File: src/rtl/i2c_poll_pkg.sv
// Shared definitions for the i2c sensor polling sequencer: FSM encoding,
// timer width and the default board sensor address map.
package i2c_poll_pkg;

   typedef enum logic [2:0] {
      ST_IDLE      = 3'd0,
      ST_ISSUE     = 3'd1,
      ST_WAIT_ACC  = 3'd2,
      ST_WAIT_DONE = 3'd3,
      ST_LATCH     = 3'd4,
      ST_GAP       = 3'd5
   } poll_state_e;

   localparam int TMR_W = 32;

   localparam logic [6:0] TEMP_ADDR0  = 7'h48;
   localparam logic [6:0] TEMP_ADDR1  = 7'h49;
   localparam logic [6:0] TEMP_ADDR2  = 7'h4A;
   localparam logic [6:0] TEMP_ADDR3  = 7'h4B;
   localparam logic [6:0] LIGHT_ADDR0 = 7'h44;
   localparam logic [6:0] LIGHT_ADDR1 = 7'h45;
   localparam logic [6:0] LIGHT_ADDR2 = 7'h46;
   localparam logic [6:0] LIGHT_ADDR3 = 7'h47;

   // channel 0 sits in the low bits: four temperature sensors, then four light sensors
   localparam logic [55:0] DEFAULT_ADDR_TABLE = {LIGHT_ADDR3, LIGHT_ADDR2, LIGHT_ADDR1, LIGHT_ADDR0,
                                                 TEMP_ADDR3, TEMP_ADDR2, TEMP_ADDR1, TEMP_ADDR0};

   // a phase of N cycles is a down-count from N-1 to 0; zero still costs one cycle
   function automatic logic [TMR_W-1:0] cyc_to_load(input int cyc);
      if (cyc <= 0) begin
         return {TMR_W{1'b0}};
      end else begin
         return TMR_W'(cyc - 1);
      end
   endfunction

endpackage

File: src/rtl/poll_timer.sv
// Down-counter shared by the inter-sweep gap and the per-transaction timeout.
module poll_timer
   import i2c_poll_pkg::*;
(
   input  logic             clk,
   input  logic             rst_n,
   input  logic             load,
   input  logic             count,
   input  logic [TMR_W-1:0] load_val,
   output logic             expire
);

   localparam logic [TMR_W-1:0] ONE = {{(TMR_W-1){1'b0}}, 1'b1};

   logic [TMR_W-1:0] cnt_r;

   // load has priority; the count parks at zero
   always_ff @(posedge clk or negedge rst_n) begin
      if (!rst_n) begin
         cnt_r <= {TMR_W{1'b0}};
      end else if (load) begin
         cnt_r <= load_val;
      end else if (count && (cnt_r != {TMR_W{1'b0}})) begin
         cnt_r <= cnt_r - ONE;
      end
   end

   assign expire = (cnt_r == {TMR_W{1'b0}});

endmodule

File: src/rtl/i2c_poll_seq.sv
// Round-robin sensor poller in front of a shared i2c master.
// Optional per-transaction timeout is built when I2C_POLL_TIMEOUT_EN is defined.
module i2c_poll_seq
   import i2c_poll_pkg::*;
#(
   parameter int NUM_CH      = 8,
   parameter int DATA_W      = 16,
   parameter int GAP_CYC     = 1000,
   parameter int TIMEOUT_CYC = 100000
) (
   input  logic                     clk,
   input  logic                     rst_n,
   input  logic                     enable,
   input  logic [NUM_CH*7-1:0]      addr_table,
   output logic                     m_start,
   output logic [6:0]               m_addr,
   output logic                     m_rw,
   output logic                     m_two_bytes,
   input  logic                     m_ready,
   input  logic [DATA_W-1:0]        m_read_data,
   input  logic                     m_ack_err,
   output logic [NUM_CH*DATA_W-1:0] ch_data,
   output logic [NUM_CH-1:0]        ch_valid,
   output logic [NUM_CH-1:0]        ch_err,
   output logic                     sweep_done,
   output logic                     busy
);

   localparam int               IDX_W    = (NUM_CH > 1) ? $clog2(NUM_CH) : 1;
   localparam logic [IDX_W-1:0] LAST_IDX = IDX_W'(NUM_CH - 1);
   localparam logic [IDX_W-1:0] IDX_ONE  = {{(IDX_W-1){1'b0}}, 1'b1};
   localparam logic [TMR_W-1:0] GAP_LOAD = cyc_to_load(GAP_CYC);

   poll_state_e             state_r, state_s;
   logic [IDX_W-1:0]        ch_idx_r, ch_idx_s;
   logic                    end_s, timeout_s;
   logic                    tmr_load_s, tmr_count_s, tmr_expire_s;
   logic [TMR_W-1:0]        tmr_val_s;
   logic                    m_start_r, m_rw_r, m_two_bytes_r, sweep_done_r, busy_r;
   logic [6:0]              m_addr_r;
   logic [NUM_CH*DATA_W-1:0] ch_data_r;
   logic [NUM_CH-1:0]       ch_valid_r, ch_err_r;

`ifdef I2C_POLL_TIMEOUT_EN
   localparam logic [TMR_W-1:0] TO_LOAD = cyc_to_load(TIMEOUT_CYC);
   assign timeout_s   = ((state_r == ST_WAIT_ACC) || (state_r == ST_WAIT_DONE)) && tmr_expire_s;
   assign tmr_load_s  = (state_s == ST_ISSUE) || ((state_s == ST_GAP) && (state_r != ST_GAP));
   assign tmr_val_s   = (state_s == ST_GAP) ? GAP_LOAD : TO_LOAD;
   assign tmr_count_s = (state_r == ST_WAIT_ACC) || (state_r == ST_WAIT_DONE) || (state_r == ST_GAP);
`else
   assign timeout_s   = 1'b0;
   assign tmr_load_s  = (state_s == ST_GAP) && (state_r != ST_GAP);
   assign tmr_val_s   = GAP_LOAD;
   assign tmr_count_s = (state_r == ST_GAP);
`endif

   poll_timer u_timer (
      .clk      (clk),
      .rst_n    (rst_n),
      .load     (tmr_load_s),
      .count    (tmr_count_s),
      .load_val (tmr_val_s),
      .expire   (tmr_expire_s)
   );

   // state and channel index register
   always_ff @(posedge clk or negedge rst_n) begin
      if (!rst_n) begin
         state_r  <= ST_IDLE;
         ch_idx_r <= {IDX_W{1'b0}};
      end else begin
         state_r  <= state_s;
         ch_idx_r <= ch_idx_s;
      end
   end

   // next state; a latch or a timeout both end the transaction the same way
   always_comb begin
      state_s  = state_r;
      ch_idx_s = ch_idx_r;
      end_s    = 1'b0;
      case (state_r)
         ST_IDLE: begin
            ch_idx_s = {IDX_W{1'b0}};
            if (enable && m_ready) begin
               state_s = ST_ISSUE;
            end else begin
               state_s = ST_IDLE;
            end
         end
         ST_ISSUE:     state_s = ST_WAIT_ACC;
         ST_WAIT_ACC: begin
            if (timeout_s) begin
               end_s = 1'b1;
            end else if (!m_ready) begin
               state_s = ST_WAIT_DONE;
            end else begin
               state_s = ST_WAIT_ACC;
            end
         end
         ST_WAIT_DONE: begin
            if (timeout_s) begin
               end_s = 1'b1;
            end else if (m_ready) begin
               state_s = ST_LATCH;
            end else begin
               state_s = ST_WAIT_DONE;
            end
         end
         ST_LATCH:     end_s = 1'b1;
         ST_GAP: begin
            if (tmr_expire_s) begin
               state_s = ST_IDLE;
            end else begin
               state_s = ST_GAP;
            end
         end
         default: begin
            state_s  = ST_IDLE;
            ch_idx_s = {IDX_W{1'b0}};
         end
      endcase
      // a finished last channel always closes the sweep, even if enable dropped
      if (end_s) begin
         if (ch_idx_r == LAST_IDX) begin
            state_s  = ST_GAP;
            ch_idx_s = {IDX_W{1'b0}};
         end else if (enable) begin
            state_s  = ST_ISSUE;
            ch_idx_s = ch_idx_r + IDX_ONE;
         end else begin
            state_s  = ST_IDLE;
            ch_idx_s = {IDX_W{1'b0}};
         end
      end else begin
         ch_idx_s = ch_idx_s;
      end
   end

   // per-channel result store; a NACK or timeout keeps the last good data
   always_ff @(posedge clk or negedge rst_n) begin
      if (!rst_n) begin
         ch_data_r  <= {(NUM_CH*DATA_W){1'b0}};
         ch_valid_r <= {NUM_CH{1'b0}};
         ch_err_r   <= {NUM_CH{1'b0}};
      end else if (state_r == ST_LATCH) begin
         if (m_ack_err) begin
            ch_err_r[ch_idx_r] <= 1'b1;
         end else begin
            ch_data_r[ch_idx_r*DATA_W +: DATA_W] <= m_read_data;
            ch_valid_r[ch_idx_r]                 <= 1'b1;
            ch_err_r[ch_idx_r]                   <= 1'b0;
         end
      end else if (timeout_s) begin
         ch_err_r[ch_idx_r] <= 1'b1;
      end
   end

   // master handshake and status, registered from the next-state decode
   always_ff @(posedge clk or negedge rst_n) begin
      if (!rst_n) begin
         m_start_r     <= 1'b0;
         m_rw_r        <= 1'b0;
         m_two_bytes_r <= 1'b0;
         m_addr_r      <= 7'd0;
         sweep_done_r  <= 1'b0;
         busy_r        <= 1'b0;
      end else begin
         m_start_r     <= (state_s == ST_ISSUE);
         m_rw_r        <= (state_s == ST_ISSUE);
         m_two_bytes_r <= (DATA_W == 16);
         sweep_done_r  <= (state_s == ST_GAP) && (state_r != ST_GAP);
         busy_r        <= (state_s != ST_IDLE);
         if (state_s == ST_ISSUE) begin
            m_addr_r <= addr_table[ch_idx_s*7 +: 7];
         end
      end
   end

   assign m_start     = m_start_r;
   assign m_rw        = m_rw_r;
   assign m_two_bytes = m_two_bytes_r;
   assign m_addr      = m_addr_r;
   assign sweep_done  = sweep_done_r;
   assign busy        = busy_r;
   assign ch_data     = ch_data_r;
   assign ch_valid    = ch_valid_r;
   assign ch_err      = ch_err_r;

endmodule
File: config.mk
export PLATFORM = sky130hd
export DESIGN_NAME = i2c_poll_seq
export DESIGN_NICKNAME = d
export VERILOG_FILES = /design/src/rtl/i2c_poll_pkg.sv /design/src/rtl/poll_timer.sv /design/src/rtl/i2c_poll_seq.sv
export SDC_FILE = /design/constraint.sdc
export NUM_CORES = 1
export LEC_CHECK = 0
export BUFFER_PORTS_ARGS = -buffer_cell sky130_fd_sc_hd__buf_4
export CORE_ASPECT_RATIO = 0.8
export CORE_UTILIZATION = 56
export CTS_BUF_LIST = sky130_fd_sc_hd__clkbuf_16
export DETAILED_ROUTE_END_ITERATION = 6
export PLACE_DENSITY = 0.87
export SYNTH_ARGS = -nofsm -noshare
export SYNTH_HDL_FRONTEND = slang
export SYNTH_SLANG_ARGS = --single-unit
File: constraint.sdc
create_clock -name clk -period 6.3 [get_ports clk]
set_input_delay 1.26 -clock clk [delete_from_list [all_inputs] [get_ports clk]]
set_output_delay 1.26 -clock clk [all_outputs]
set_load 0.005 [all_outputs]
==> flow_metrics.tcl <==
set metrics [dict create \
    status "finished, violations left" \
    violations "DRC" \
    drt_iter0_drc 414 \
    die_h_um 111 \
    drc 14 \
    cts_resized 0 \
    finClkSkew_ns 0.0122 \
    grt_overflow 0 \
    insertion_delay_ns 0.43 \
    ys_async_sr_fraction_pct 100 \
    coreArea_um2 14400 \
    cts_root_buffer "clkbuf_16" \
    fin_area_um2 10900 \
    wl_per_cell_um 20.1 \
    max_freq_mhz 252 \
    syn_area_per_cell_um2 12.9 \
    synth_top_area_share_pct 57.7 \
    preCtsSetupSlack_ns 2.51 \
    start_util_pct 58.0 \
    ctsHoldBuffers 0 \
    ir_worst_vdd_mv 0.197 \
    synthTopCellsByArea "dfrtp_1, mux2_2, mux2i_1" \
    synth_nets 731 \
    port_buffers 232 \
    drtPass1Iterations 7 \
    die_area_um2 15500 \
    syn_area_um2 8380 \
    cts.htree.levels 4 \
    drive_gt1_share_pct 46.8 \
    min_path_type "reg2reg" \
    synth-edff-count 0 \
    fp.dieW_um 139 \
    rows 39 \
    synth_seq_cells 193 \
    ys.flop_type "dfrtp_1" \
    routed_wl_um 21600 \
    post-dp-hpwl_um 15200 \
    slew_headroom_pct 13.7 \
    regToRegSetupSlack_ns 2.33 \
    nNetsFinal 960 \
    cts_buffer_depth 2 \
    io_pins 233 \
    finalHoldViolations 0 \
    rsz0062_at_grt "false" \
    numCtsBuffers 17 \
    cts_sinks 193 \
    cts_tree "built" \
    grt_pass1_wl_um 34700 \
    antenna_found_initial 0 \
    crit_path_end_kind "flip-flop" \
    tns_ns 0 \
    fillCellCount 896 \
    path_max_fanout 17 \
    ys_warn_count 0 \
    seq_area_frac_synth_pct 57.7 \
    syn-instance-count 649 \
    synth_compound_area_share_pct 5.00 \
    setup_violations 0 \
    worst_slack_ns 2.33 \
    grt_pass1_vias 6470 \
    crit_chain "inv_1 -> ha_1 -> ha_1 -> nor2_1 -> o21ai_0 -> inv_1 -> nand4_1 -> mux2_2" \
    clk_pin_slew_ns 0.07 \
    regArea_um2 4830 \
    synth.most_common_cell "dfrtp_1" \
    slew_violations 0 \
    fin_crit_ns 3.97 \
    startpoint_type "flip-flop" \
    r2r_cells 8 \
    dr_total_vias 6181 \
    grt_usage_pct 29.0 \
    gp_congestion 0.857 \
    n_antenna_cell 0 \
    synth_top_cell_by_area "dfrtp_1" \
    criticalPathCategory "reg2reg" \
    synth_mux_area_share_pct 21.0 \
    synthXorXnorAreaFrac_pct 1.67 \
    critical_path.max_stage_delay_ns 0.75 \
    drtAntennaViolNets 0 \
    synth_top_family_by_area "multiplexers" \
    yosys-top-cells-count "dfrtp_1, mux2_2, nor2_1" \
    synth_cell_types 54 \
    critPathRequiredTime_ns 6.60 \
    multi_input_area_um2 3430 \
    p_leak_uw 0.00569 \
    synth_simple_gate_area_share_pct 12.0 \
    grt_start_max_net_pins 131 \
    cts_setup_buffers 0 \
    synthAdderAreaFrac_pct 0.747 \
    hold_depth 1 \
    tightestPinTransition_ns 1.28 \
    areaGrowthSynthToFinish_pct 30.2 \
    power.total_uw 2910 \
    timing.final.crit_share_pct 63.0 \
    power.density_nw_per_um2 267 \
    critical_path.slowest_cell "nor2_1" \
    placed_cell_area_um2 10300 \
    drv_cap 0 \
    arrival_ns 4.26 \
    viasPerCell 5.75 \
]
cell families (layout without fill, tap and decap cells):
logic type,Yosys count,count (layout)
flops,193,193
simple gates,181,181
mux,159,159
compound gates,57,57
buf+inv,37,279
xor+xnor,16,16
fa+ha+maj,5,5
other cells,1,1
metal layers:
layer | vias to the layer above | part of all wire, % | global-route usage [%]
met5 | - | 0 | 0
met4 | 0 | 2.9 | 11.7
met3 | 40 | 5.2 | 6.41
met2 | 225 | 51 | 50.1
met1 | 3135 | 41 | 35.7
li1 | 2781 | - | -
cell usage in the layout, fill, tap and decap left out, types with 4 or more instances in the layout:
cell type  netlist  layout
buf_4            2     236
dfrtp_1        193     193
mux2_2         129     129
nor2_1          35      35
nand3_1         34      34
nand2_1         30      30
mux2i_1         29      29
and2_1          17      17
clkbuf_16        0      17
o21ai_0         16      16
nor3_1          16      16
inv_1            9      10
xnor2_1         10      10
nor2b_1          9       9
a41o_1           9       9
a22oi_1          8       8
xor2_1           6       6
or4_1            5       5
ha_1             5       5
inv_6            0       5
nor4_4           3       4
inv_8            0       4
power breakdown:
part	switching (uW)	internal [uW]
Clock	519	570
Sequential	58.0	1330
Combinational	201	235
stage by stage:
stage | std cells | hold WS, ns | util (%)
detailed placement | 1043 | 0.457 | 71.4
finish | 1075 | 0.476 | 75.5
global route | 1075 | 0.487 | 75.5
global placement | 1043 | 0.446 | 71.4
CTS | 1075 | 0.475 | 75.5
floorplan | 649 | 0.451 | -
flip-flops by register name, indices dropped and copies added, names as in the netlist, named ones only:
name / count
sweep_done: 1
u_timer.cnt_r: 32
m_rw: 1
state_r: 3
m_addr: 7
m_two_bytes: 1
busy: 1
ch_valid: 8
ch_data: 128
ch_idx_r: 3
critical path, delay by kind of cell (launching register included):
family,cells,cell delay (ns)
and+or+nand+nor,2,1.49
adders and majority gates,2,0.49
buffers and inverters,2,0.32
DFF,1,0.52
muxes,1,0.59
AOI/OAI and AO/OA,1,0.42
worst paths after layout:
path | end | start
max | ch_data[38]$_DFFE_PN0P_ | ch_idx_r[1]$_DFF_PN0_
min reg2reg | ch_valid[7]$_DFFE_PN0P_ | ch_valid[7]$_DFFE_PN0P_
max in group asynchronous | ch_data[72]$_DFFE_PN0P_ | rst_n
min | ch_valid[7]$_DFFE_PN0P_ | ch_valid[7]$_DFFE_PN0P_
min in group asynchronous | u_timer.cnt_r[31]$_DFFE_PN0P_ | rst_n
max reg2reg | ch_data[38]$_DFFE_PN0P_ | ch_idx_r[1]$_DFF_PN0_
layout make-up:
class,count,area share (%)
inverter,10,0.344
multi-input combinational,419,31.4
clock buffer,17,3.90
sequential,193,44.3
clock inverter,15,1.58
timing repair buffer,237,16.4
tap,184,2.11
No activity file was read; power rests on OpenSTA's default activity.
